<file path="src/rtl/imem_loader_pkg.sv">
// rtl/imem_loader_pkg.sv - shared states, error codes and framing constants for the program loader
package imem_loader_pkg;

  typedef enum logic [2:0] {
    ST_IDLE,
    ST_LEN0,
    ST_LEN1,
    ST_DATA,
    ST_CSUM,
    ST_DONE,
    ST_ERR
  } state_e;

  localparam logic [1:0] ERR_NONE = 2'd0;
  localparam logic [1:0] ERR_LEN  = 2'd1;
  localparam logic [1:0] ERR_CSUM = 2'd2;

  localparam int BYTES_PER_WORD = 4;

endpackage

</file>
<file path="src/rtl/imem_loader_if.sv">
// rtl/imem_loader_if.sv - byte-stream input and instruction-memory write port bundles
interface byte_stream_if;
  logic [7:0] in_data;
  logic       in_valid;
  logic       in_ready;

  modport master (output in_data, output in_valid, input in_ready);
  modport slave  (input in_data, input in_valid, output in_ready);
endinterface

interface imem_wr_if #(
  parameter int ADDR_W = 8
);
  logic              imem_we;
  logic [ADDR_W-1:0] imem_addr;
  logic [31:0]       imem_wdata;

  modport master (output imem_we, output imem_addr, output imem_wdata);
  modport slave  (input imem_we, input imem_addr, input imem_wdata);
endinterface

</file>
<file path="src/rtl/imem_loader_packer.sv">
// rtl/imem_loader_packer.sv - assembles little-endian 32-bit words from accepted bytes
module byte_word_packer
  import imem_loader_pkg::*;
(
  input  logic        clk,
  input  logic        rst,
  input  logic        clear_i,
  input  logic        byte_en_i,
  input  logic [7:0]  byte_i,
  output logic [31:0] word_o,
  output logic        word_valid_o
);

  logic [1:0]  cnt_q;
  logic [31:0] sh_q;

  // Bytes enter at the top and shift down, so after four bytes the first one sits in [7:0].
  always_ff @(posedge clk or negedge rst) begin
    if (!rst) begin
      cnt_q <= 2'd0;
      sh_q  <= 32'd0;
    end else if (clear_i) begin
      cnt_q <= 2'd0;
      sh_q  <= 32'd0;
    end else if (byte_en_i) begin
      cnt_q <= cnt_q + 2'd1;
      sh_q  <= {byte_i, sh_q[31:8]};
    end
  end

  assign word_o       = {byte_i, sh_q[31:8]};
  assign word_valid_o = byte_en_i && (cnt_q == 2'(BYTES_PER_WORD - 1));

endmodule

</file>
<file path="src/rtl/imem_loader.sv">
// rtl/imem_loader.sv - framed boot loader writing verified programs into instruction memory
module imem_loader
  import imem_loader_pkg::*;
#(
  parameter int ADDR_W = 8
) (
  input  logic           clk,
  input  logic           rst,
  input  logic           start_i,
  byte_stream_if.slave   in_s,
  imem_wr_if.master      wr_m,
  output logic           core_hold_o,
  output logic           done_o,
  output logic           err_o,
  output logic [1:0]     err_code_o
);

  localparam logic [16:0] CAPACITY = 17'd1 << ADDR_W;

  state_e            state_q;
  logic [15:0]       word_cnt_q;
  logic [15:0]       len_q;
  logic [7:0]        len_lo_q;
  logic [7:0]        csum_q;
  logic              in_ready_q;
  logic              imem_we_q;
  logic [ADDR_W-1:0] imem_addr_q;
  logic [31:0]       imem_wdata_q;
  logic              core_hold_q;
  logic              done_q;
  logic              err_q;
  logic [1:0]        err_code_q;

  logic        accept;
  logic        load_start;
  logic [15:0] len_rx;
  logic [15:0] word_cnt_nxt;
  logic [31:0] word;
  logic        word_valid;

  assign accept       = in_s.in_valid && in_ready_q;
  assign load_start   = start_i && (state_q inside {ST_IDLE, ST_DONE, ST_ERR});
  assign len_rx       = {in_s.in_data, len_lo_q};
  assign word_cnt_nxt = word_cnt_q + 16'd1;

  byte_word_packer u_packer (
    .clk          (clk),
    .rst          (rst),
    .clear_i      (load_start),
    .byte_en_i    (accept && (state_q == ST_DATA)),
    .byte_i       (in_s.in_data),
    .word_o       (word),
    .word_valid_o (word_valid)
  );

  always_ff @(posedge clk or negedge rst) begin
    if (!rst) begin
      state_q      <= ST_IDLE;
      word_cnt_q   <= 16'd0;
      len_q        <= 16'd0;
      len_lo_q     <= 8'd0;
      csum_q       <= 8'd0;
      in_ready_q   <= 1'b0;
      imem_we_q    <= 1'b0;
      imem_addr_q  <= '0;
      imem_wdata_q <= 32'd0;
      core_hold_q  <= 1'b1;
      done_q       <= 1'b0;
      err_q        <= 1'b0;
      err_code_q   <= ERR_NONE;
    end else begin
      imem_we_q <= 1'b0;
      case (state_q)
        ST_IDLE, ST_DONE, ST_ERR: begin
          if (start_i) begin
            state_q     <= ST_LEN0;
            word_cnt_q  <= 16'd0;
            csum_q      <= 8'd0;
            in_ready_q  <= 1'b1;
            core_hold_q <= 1'b1;
            done_q      <= 1'b0;
            err_q       <= 1'b0;
            err_code_q  <= ERR_NONE;
          end
        end
        ST_LEN0: begin
          if (accept) begin
            len_lo_q <= in_s.in_data;
            state_q  <= ST_LEN1;
          end
        end
        ST_LEN1: begin
          if (accept) begin
            len_q <= len_rx;
            if ({1'b0, len_rx} > CAPACITY) begin
              state_q    <= ST_ERR;
              in_ready_q <= 1'b0;
              err_q      <= 1'b1;
              err_code_q <= ERR_LEN;
            end else if (len_rx == 16'd0) begin
              state_q <= ST_CSUM;
            end else begin
              state_q <= ST_DATA;
            end
          end
        end
        ST_DATA: begin
          if (accept) begin
            csum_q <= csum_q ^ in_s.in_data;
            if (word_valid) begin
              imem_we_q    <= 1'b1;
              imem_addr_q  <= word_cnt_q[ADDR_W-1:0];
              imem_wdata_q <= word;
              word_cnt_q   <= word_cnt_nxt;
              if (word_cnt_nxt == len_q) state_q <= ST_CSUM;
            end
          end
        end
        ST_CSUM: begin
          if (accept) begin
            in_ready_q <= 1'b0;
            if (in_s.in_data == csum_q) begin
              state_q     <= ST_DONE;
              done_q      <= 1'b1;
              core_hold_q <= 1'b0;
            end else begin
              state_q    <= ST_ERR;
              err_q      <= 1'b1;
              err_code_q <= ERR_CSUM;
            end
          end
        end
        default: begin
          state_q    <= ST_IDLE;
          in_ready_q <= 1'b0;
        end
      endcase
    end
  end

  assign in_s.in_ready   = in_ready_q;
  assign wr_m.imem_we    = imem_we_q;
  assign wr_m.imem_addr  = imem_addr_q;
  assign wr_m.imem_wdata = imem_wdata_q;
  assign core_hold_o     = core_hold_q;
  assign done_o          = done_q;
  assign err_o           = err_q;
  assign err_code_o      = err_code_q;

endmodule

</file>
<file path="src/flat_wrapper.sv">
// flat-port wrapper written by rule: the top's interface ports become plain ports
module imem_loader_flat import imem_loader_pkg::*;
#(
  parameter int ADDR_W = 8
)
  (clk, rst, start_i, core_hold_o, done_o, err_o, err_code_o, in_s_in_data, in_s_in_valid, in_s_in_ready, wr_m_imem_we, wr_m_imem_addr, wr_m_imem_wdata);
  byte_stream_if in_s_i ();
  imem_wr_if #(.ADDR_W(ADDR_W)) wr_m_i ();
  input  logic clk;
  input  logic rst;
  input  logic start_i;
  output logic core_hold_o;
  output logic done_o;
  output logic err_o;
  output logic [1:0] err_code_o;
  input wire logic [$bits(in_s_i.in_data)-1:0] in_s_in_data;
  input wire logic [$bits(in_s_i.in_valid)-1:0] in_s_in_valid;
  output wire logic [$bits(in_s_i.in_ready)-1:0] in_s_in_ready;
  output wire logic [$bits(wr_m_i.imem_we)-1:0] wr_m_imem_we;
  output wire logic [$bits(wr_m_i.imem_addr)-1:0] wr_m_imem_addr;
  output wire logic [$bits(wr_m_i.imem_wdata)-1:0] wr_m_imem_wdata;
  assign in_s_i.in_data = in_s_in_data;
  assign in_s_i.in_valid = in_s_in_valid;
  assign in_s_in_ready = in_s_i.in_ready;
  assign wr_m_imem_we = wr_m_i.imem_we;
  assign wr_m_imem_addr = wr_m_i.imem_addr;
  assign wr_m_imem_wdata = wr_m_i.imem_wdata;
  imem_loader #(.ADDR_W(ADDR_W)) u_core (.clk(clk), .rst(rst), .start_i(start_i), .in_s(in_s_i), .wr_m(wr_m_i), .core_hold_o(core_hold_o), .done_o(done_o), .err_o(err_o), .err_code_o(err_code_o));
endmodule
</file>
<file path="config.mk">
export PLATFORM = sky130hd
export DESIGN_NAME = imem_loader_flat
export DESIGN_NICKNAME = d
export VERILOG_FILES = /design/src/rtl/imem_loader_pkg.sv /design/src/rtl/imem_loader_if.sv /design/src/rtl/imem_loader_packer.sv /design/src/rtl/imem_loader.sv /design/src/flat_wrapper.sv
export SDC_FILE = /design/constraint.sdc
export NUM_CORES = 1
export LEC_CHECK = 0
export ABC_AREA = 0
export ABC_CLOCK_PERIOD_IN_PS = 2500
export BUFFER_PORTS_ARGS = -buffer_cell sky130_fd_sc_hd__buf_2
export CAP_MARGIN = 25
export CORE_MARGIN = 2
export CORE_UTILIZATION = 29
export DETAILED_ROUTE_END_ITERATION = 8
export PLACE_DENSITY = 0.54
export SLEW_MARGIN = 5
export SYNTH_ARGS = -nofsm -noshare
export SYNTH_HDL_FRONTEND = slang
export SYNTH_SLANG_ARGS = --single-unit
</file>
<file path="constraint.sdc">
create_clock -name clk -period 2.5 [get_ports clk]
set_clock_uncertainty 0.2 [all_clocks]
set_input_delay 0.125 -clock clk [delete_from_list [all_inputs] [get_ports clk]]
set_output_delay 0.125 -clock clk [all_outputs]
set_load 0.03 [all_outputs]
</file>
Word level (Yosys, flattened, before mapping)
Index checks and enable logic that the tools add are counted.
{ "word_totals": {"ram_bits": 0, "output_inout_bits": 47, "mem_count": 0, "register_bits": 132, "rom_bits": 0, "latch_bits": 0} }
{ "classes": {"n_reduce_logical": 22, "bitwise": 2, "mux": 48, "n_shift": 0, "div": 0, "n_mul": 0, "add_sub_neg": 2, "magnitude_cmp": 1, "n_eq_ne": 19} }
{ "ops": {"columns": ["operator", "n"], "rows": [
  ["32-bit 2-to-1 mux", 2],
  ["16-bit 2-to-1 mux", 3],
  ["16-bit case mux with 2 select lines", 1],
  ["3-bit 2-to-1 mux", 9],
  ["16-bit by 1-bit adder with 16-bit output (second input constant)", 1],
  ["16-bit equality test", 1],
  ["16-bit by 9-bit > comparator with 1-bit output (second input constant)", 1],
  ["16-bit logical NOT", 1],
  ["1-bit 2-to-1 mux", 16],
  ["2-bit 2-to-1 mux", 8],
  ["8-bit 2-to-1 mux", 2],
  ["8-bit case mux with 2 select lines", 1],
  ["3-bit case mux with 5 select lines", 1],
  ["2-bit by 1-bit != test with 1-bit output (second input constant)", 6],
  ["3-bit equality test (second input constant)", 3],
  ["8-bit equality test", 1],
  ["2-bit != test (second input constant)", 4],
  ["4-bit AND reduction", 2],
  ["8-bit XOR", 1],
  ["7-bit AND reduction", 1],
  ["3-bit by 2-bit equality test with 1-bit output (second input constant)", 2],
  ["2-bit case mux with 3 select lines", 1],
  ["3-bit AND reduction", 2],
  ["6-bit AND reduction", 1],
  ["15 further kinds", 23]
]} }

Depth between registers and ports, before layout
{ "depth": {"word_depth": 6, "depth_mapped": 9, "depth_no_buf": 7} }

Cells and area by module
A second synthesis with hierarchy kept.
{ "unflattened": {"cells_unflattened": 606, "hier_area_um2": 5980.7} }
{ "by_module_without_submodules": {"columns": ["mod", "seq_area_each_um2", "cells_each", "area_per_inst_um2", "n_inst"], "rows": [
  ["imem_loader", 2453.6, 512, 4825.9, 1],
  ["byte_word_packer", 650.6, 94, 1154.9, 1]
]} }

Least setup slack after synthesis
OpenSTA, ideal clock, no wires.
{ "synth_timing": {"path_type": "register -> register", "startpoint": "register u_core.word_cnt_q[0]", "endpoint": "register u_core.state_q[2]", "t_arrival_ps": 2092, "path_buffers": 0, "slack_ps": 117, "setup_ps": 92, "stages_incl_launch_ff": 8, "required_ps": 2208, "path_cell_list": "dfrtp_1 -> ha_1 -> nand3_1 -> nor4_1 -> xnor2_1 -> o2111ai_1 -> or3_1 -> o31ai_2"} }
{ "synth_between": {"elab_chain_len": 4} }
{ "synth_rtl": {"columns": ["element", "line", "rtl"], "rows": [
  ["start: declaration", "imem_loader.sv:21", "logic [15:0] word_cnt_q;"],
  ["start signal: assignment", "imem_loader.sv:114", "word_cnt_q <= word_cnt_nxt;"],
  ["16-bit by 1-bit adder with 16-bit output", "imem_loader.sv:44", "assign word_cnt_nxt = word_cnt_q + 16'd1;"],
  ["16-bit equality test", "imem_loader.sv:115", "if (word_cnt_nxt == len_q) state_q <= ST_CSUM;"],
  ["2-bit != test (no source line)", null, null],
  ["7-bit AND reduction (no source line)", null, null],
  ["end signal: assignment", "imem_loader.sv:115", null],
  ["end signal: assignment", "imem_loader.sv:123", "state_q <= ST_DONE;"],
  ["end signal: assignment", "imem_loader.sv:127", "state_q <= ST_ERR;"],
  ["end: declaration", "imem_loader.sv:20", "state_e state_q;"]
]} }
No other way between the ends.
A chain may end at the register's enable or synchronous reset.

Worst setup path in the final report
{ "layout_timing": {"startpoint": "register u_core.word_cnt_q[7]", "endpoint": "register u_core.state_q[2]"} }
The elaborated chain is that of the path after synthesis.

==> qor.yml <==
synthesis.nets: 650
final_area_sq_um: 7347
layout_min_cycle_time_ps: 2381
grt_pass1_wl_mm: 25.55
ant_nets: 0
critPathMaxFanout: 6
synth_edf_count: 0
first_global_vias: 4729
arrival_ps: 2500
end_kind: "flop"
power.switching_mw: 1.012
met1_usage_pct: 21.87
syn_area_sq_um: 5824
dpl_cell_area_sq_um: 6623
synth.distinct_cells: 55
switching_share_pct: 22.20
synth_area_leader_cell: "dfrtp_1"
powerDensity_nw_per_um2: 620.6
crit_type: "flop to flop"
routedWlPerCell_um: 15.48
postSynthAreaPerCell_sq_um: 9.158
yosys_warnings: 0
regArea_sq_um: 3105
routed_via_density: 4.767
cts_tree: "built"
die_w_um: 145.7
seq_area_frac_synth_pct: 53.30
multi_input_area_sq_um: 2580
vdd_drop_max_v: 0.0004150
die_area_sq_um: 21230
grt_usage_pct: 15.20
die_y_um: 145.7
r2r_start: "u_core.word_cnt_q[7]"
clk_pin_slew_ps: 60
fillers: 1982
drt-pass1-iter-count: 5
p_total_mw: 4.559
fin_setup_tns_ps: 0
critPathRequiredTime_ps: 2620
period_share_pct: 95.24
fp.coreArea_sq_um: 19590
io_pins: 59
met3_usage_pct: 3.511
synth.area.top_cells: "dfrtp_1, nand2_1, mux2_2"
cp-start-kind: "flop"
gr-total-overflow: 0
cts_made_buffers: 17
synth_top_area_share_pct: 52.85
outcome: "completed"
synthArstFlopShare_pct: 100.0
vias: 4777
maxSlewViolCount: 0
hold_path.class: "input port to async pin"
clockRootBuffer: "clkbuf_16"
worst_slew_pin_slew_ps: 519.2
drv_cap: 0
area_growth_pct: 26.14
finalHoldViolations: 0
p_leak_nw: 3.647
cts.sinks: 124
cts.path.max_buffers: 2
setup_violations: 0
grt_busiest_layer: "met2"
power.share.combinational_pct: 2.6
synth_ff_type: "dfrtp_1"
routed_wl_mm: 15.51
final_layout_size_suffix_gt1_share_pct: 22.39
worstSkewPairLatency_ps: 420
gp_routability_congestion: 0.8400
p_int_mw: 3.547
drtIter0Drc: 350
pwr-share-seq_pct: 44.1
postSynthCellCount: 636
critPathLaunch: "u_core.word_cnt_q[7]"
slew_headroom_pct: 65.39
dp_hpwl_mm: 10.66
max_freq_ghz: 0.4200
initial_utilization_pct: 29.73
rsz0062_at_grt: "true"
antenna_cells: 0
synth-seq-cells: 124
met2_usage_pct: 22.45
portBuffers: 58
grt_max_degree: 49
h-tree-depth: 4
placementRows: 51
postCtsSetupBuffers: 0
drc: 0
nets: 738
antenna_found_initial: 0
clkPwrFrac_pct: 53.3
==> placed cells by master, fill, tap and decap left out, types with 3 or more instances in the layout <==
cell type / instances
clkbuf_16: 17
clkinvlp_4: 3
nor3_1: 8
and3_1: 3
nand2_1: 194
o21ai_0: 43
clkinv_4: 5
nand3_1: 9
nand3b_1: 3
buf_4: 37
nor2b_1: 5
nand4_1: 6
o21a_1: 3
dlygate4sd3_1: 11
a31oi_1: 3
a21oi_1: 39
nor2_1: 32
o31ai_1: 7
buf_2: 57
xnor2_1: 14
inv_1: 8
nor4_1: 7
xor2_1: 16
o41ai_1: 3
mux2_2: 23
nand2b_1: 3
dfrtp_1: 122
==> area by class of cell <==
type / count / share of cell area [%]
inverter: 8 / 0.4087
timing repair buffer: 107 / 9.707
clock buffer: 20 / 6.080
multi-input combinational: 466 / 35.12
clock inverter: 12 / 1.907
tap: 265 / 4.513
sequential: 124 / 42.27
==> state kept, by name (all words and copies together) (netlist names) <==
register / cells
u_core.core_hold_o: 1
u_core.csum_q: 8
u_core.done_o: 1
u_core.err_code_o: 2
u_core.err_o: 1
u_core.in_s.in_ready: 1
u_core.len_lo_q: 8
u_core.len_q: 16
u_core.state_q: 3
u_core.u_packer.cnt_q: 2
u_core.u_packer.sh_q: 24
u_core.word_cnt_q: 16
u_core.wr_m.imem_addr: 8
u_core.wr_m.imem_wdata: 32
u_core.wr_m.imem_we: 1
==> per-layer routing <==
layer	part of all wire, %	routed length, um
met3	4.0	628
met4	1.5	230
met5	0	0
met1	51	7846
met2	44	6804
==> worst max-delay path: stages (launching register included) <==
cell and delay, ps:
dfrtp_1 440, xnor2_1 170, or3_1 350, a2111oi_4 380
o2111ai_1 200, or3_1 350, o31ai_2 200
==> kinds of logic (layout without fill, tap and decap cells) <==
group,Yosys count,count (layout),share of synthesized area [%]
AO/OA/AOI/OAI,119,119,12.31
XOR/XNOR,30,30,4.511
adder cells (fa/ha/maj),2,2,0.4296
buffers and inverters,46,147,3.072
flip-flops,124,124,53.30
multiplexers,25,25,4.791
AND/OR/NAND/NOR,290,290,21.59
==> stage by stage <==
stage	worst slack (ps)	cells	utilization, %	hold WS, ps
3_3_place_gp	136.6	959	33.81	-65.58
5_1_grt	-41.78	1002	37.50	59.78
2_1_floorplan	116.6	636	-	-370.6
6_report	118.9	1002	37.50	27.66
3_5_place_dp	79.02	959	33.81	-66.34
4_1_cts	21.97	1002	37.36	26.89
==> timing repair <==
| item | CTS | global route |
|---|---|---|
| endpoints found under the setup margin | 0 | 4 |
| resized for setup | 0 | 6 |
| hold buffers | 11 | 0 |
| hold endpoints to repair | 155 | 0 |
==> cells in the mapped netlist, types with 3 or more instances <==
| library cell | n |
|---|---|
| nand3b_1 | 3 |
| a21oi_1 | 39 |
| o31ai_1 | 7 |
| and3_1 | 4 |
| nor2b_1 | 5 |
| mux2_2 | 23 |
| nor2_1 | 34 |
| a31oi_1 | 3 |
| nand3_1 | 9 |
| inv_1 | 8 |
| o21a_1 | 3 |
| nand4_1 | 6 |
| xnor2_1 | 14 |
| nand2b_1 | 3 |
| clkbuf_1 | 29 |
| dfrtp_1 | 123 |
| nor4_1 | 9 |
| buf_1 | 4 |
| o41ai_1 | 3 |
| xor2_1 | 16 |
| nor3_1 | 9 |
| buf_2 | 5 |
| o21ai_0 | 43 |
| nand2_1 | 195 |
==> worst paths after layout <==
check	endpoint	slack, ps	depth (start not counted)
max in group asynchronous	u_core.core_hold_o	1390	3
min in group clk	u_core.done_o	180	5
worst max register to register	u_core.state_q[2]	120	6
worst min-delay path	u_core.wr_m.imem_we	30	2
worst min register to register	u_core.wr_m.imem_wdata[3]	270	2
worst max-delay path	u_core.state_q[2]	120	6
==> power by group through the flow <==
stage | Sequential (mW) | Clock [mW] | Combinational [mW]
5_1_grt | 2.01 | 2.58 | 0.133
3_5_place_dp | 2.05 | 0 | 0.111
3_3_place_gp | 2.05 | 0 | 0.111
4_1_cts | 2.01 | 2.49 | 0.123
6_report | 2.01 | 2.43 | 0.119
2_1_floorplan | 2.05 | 0 | 0.0145
Note: power is estimated with default switching activity, not from simulation.
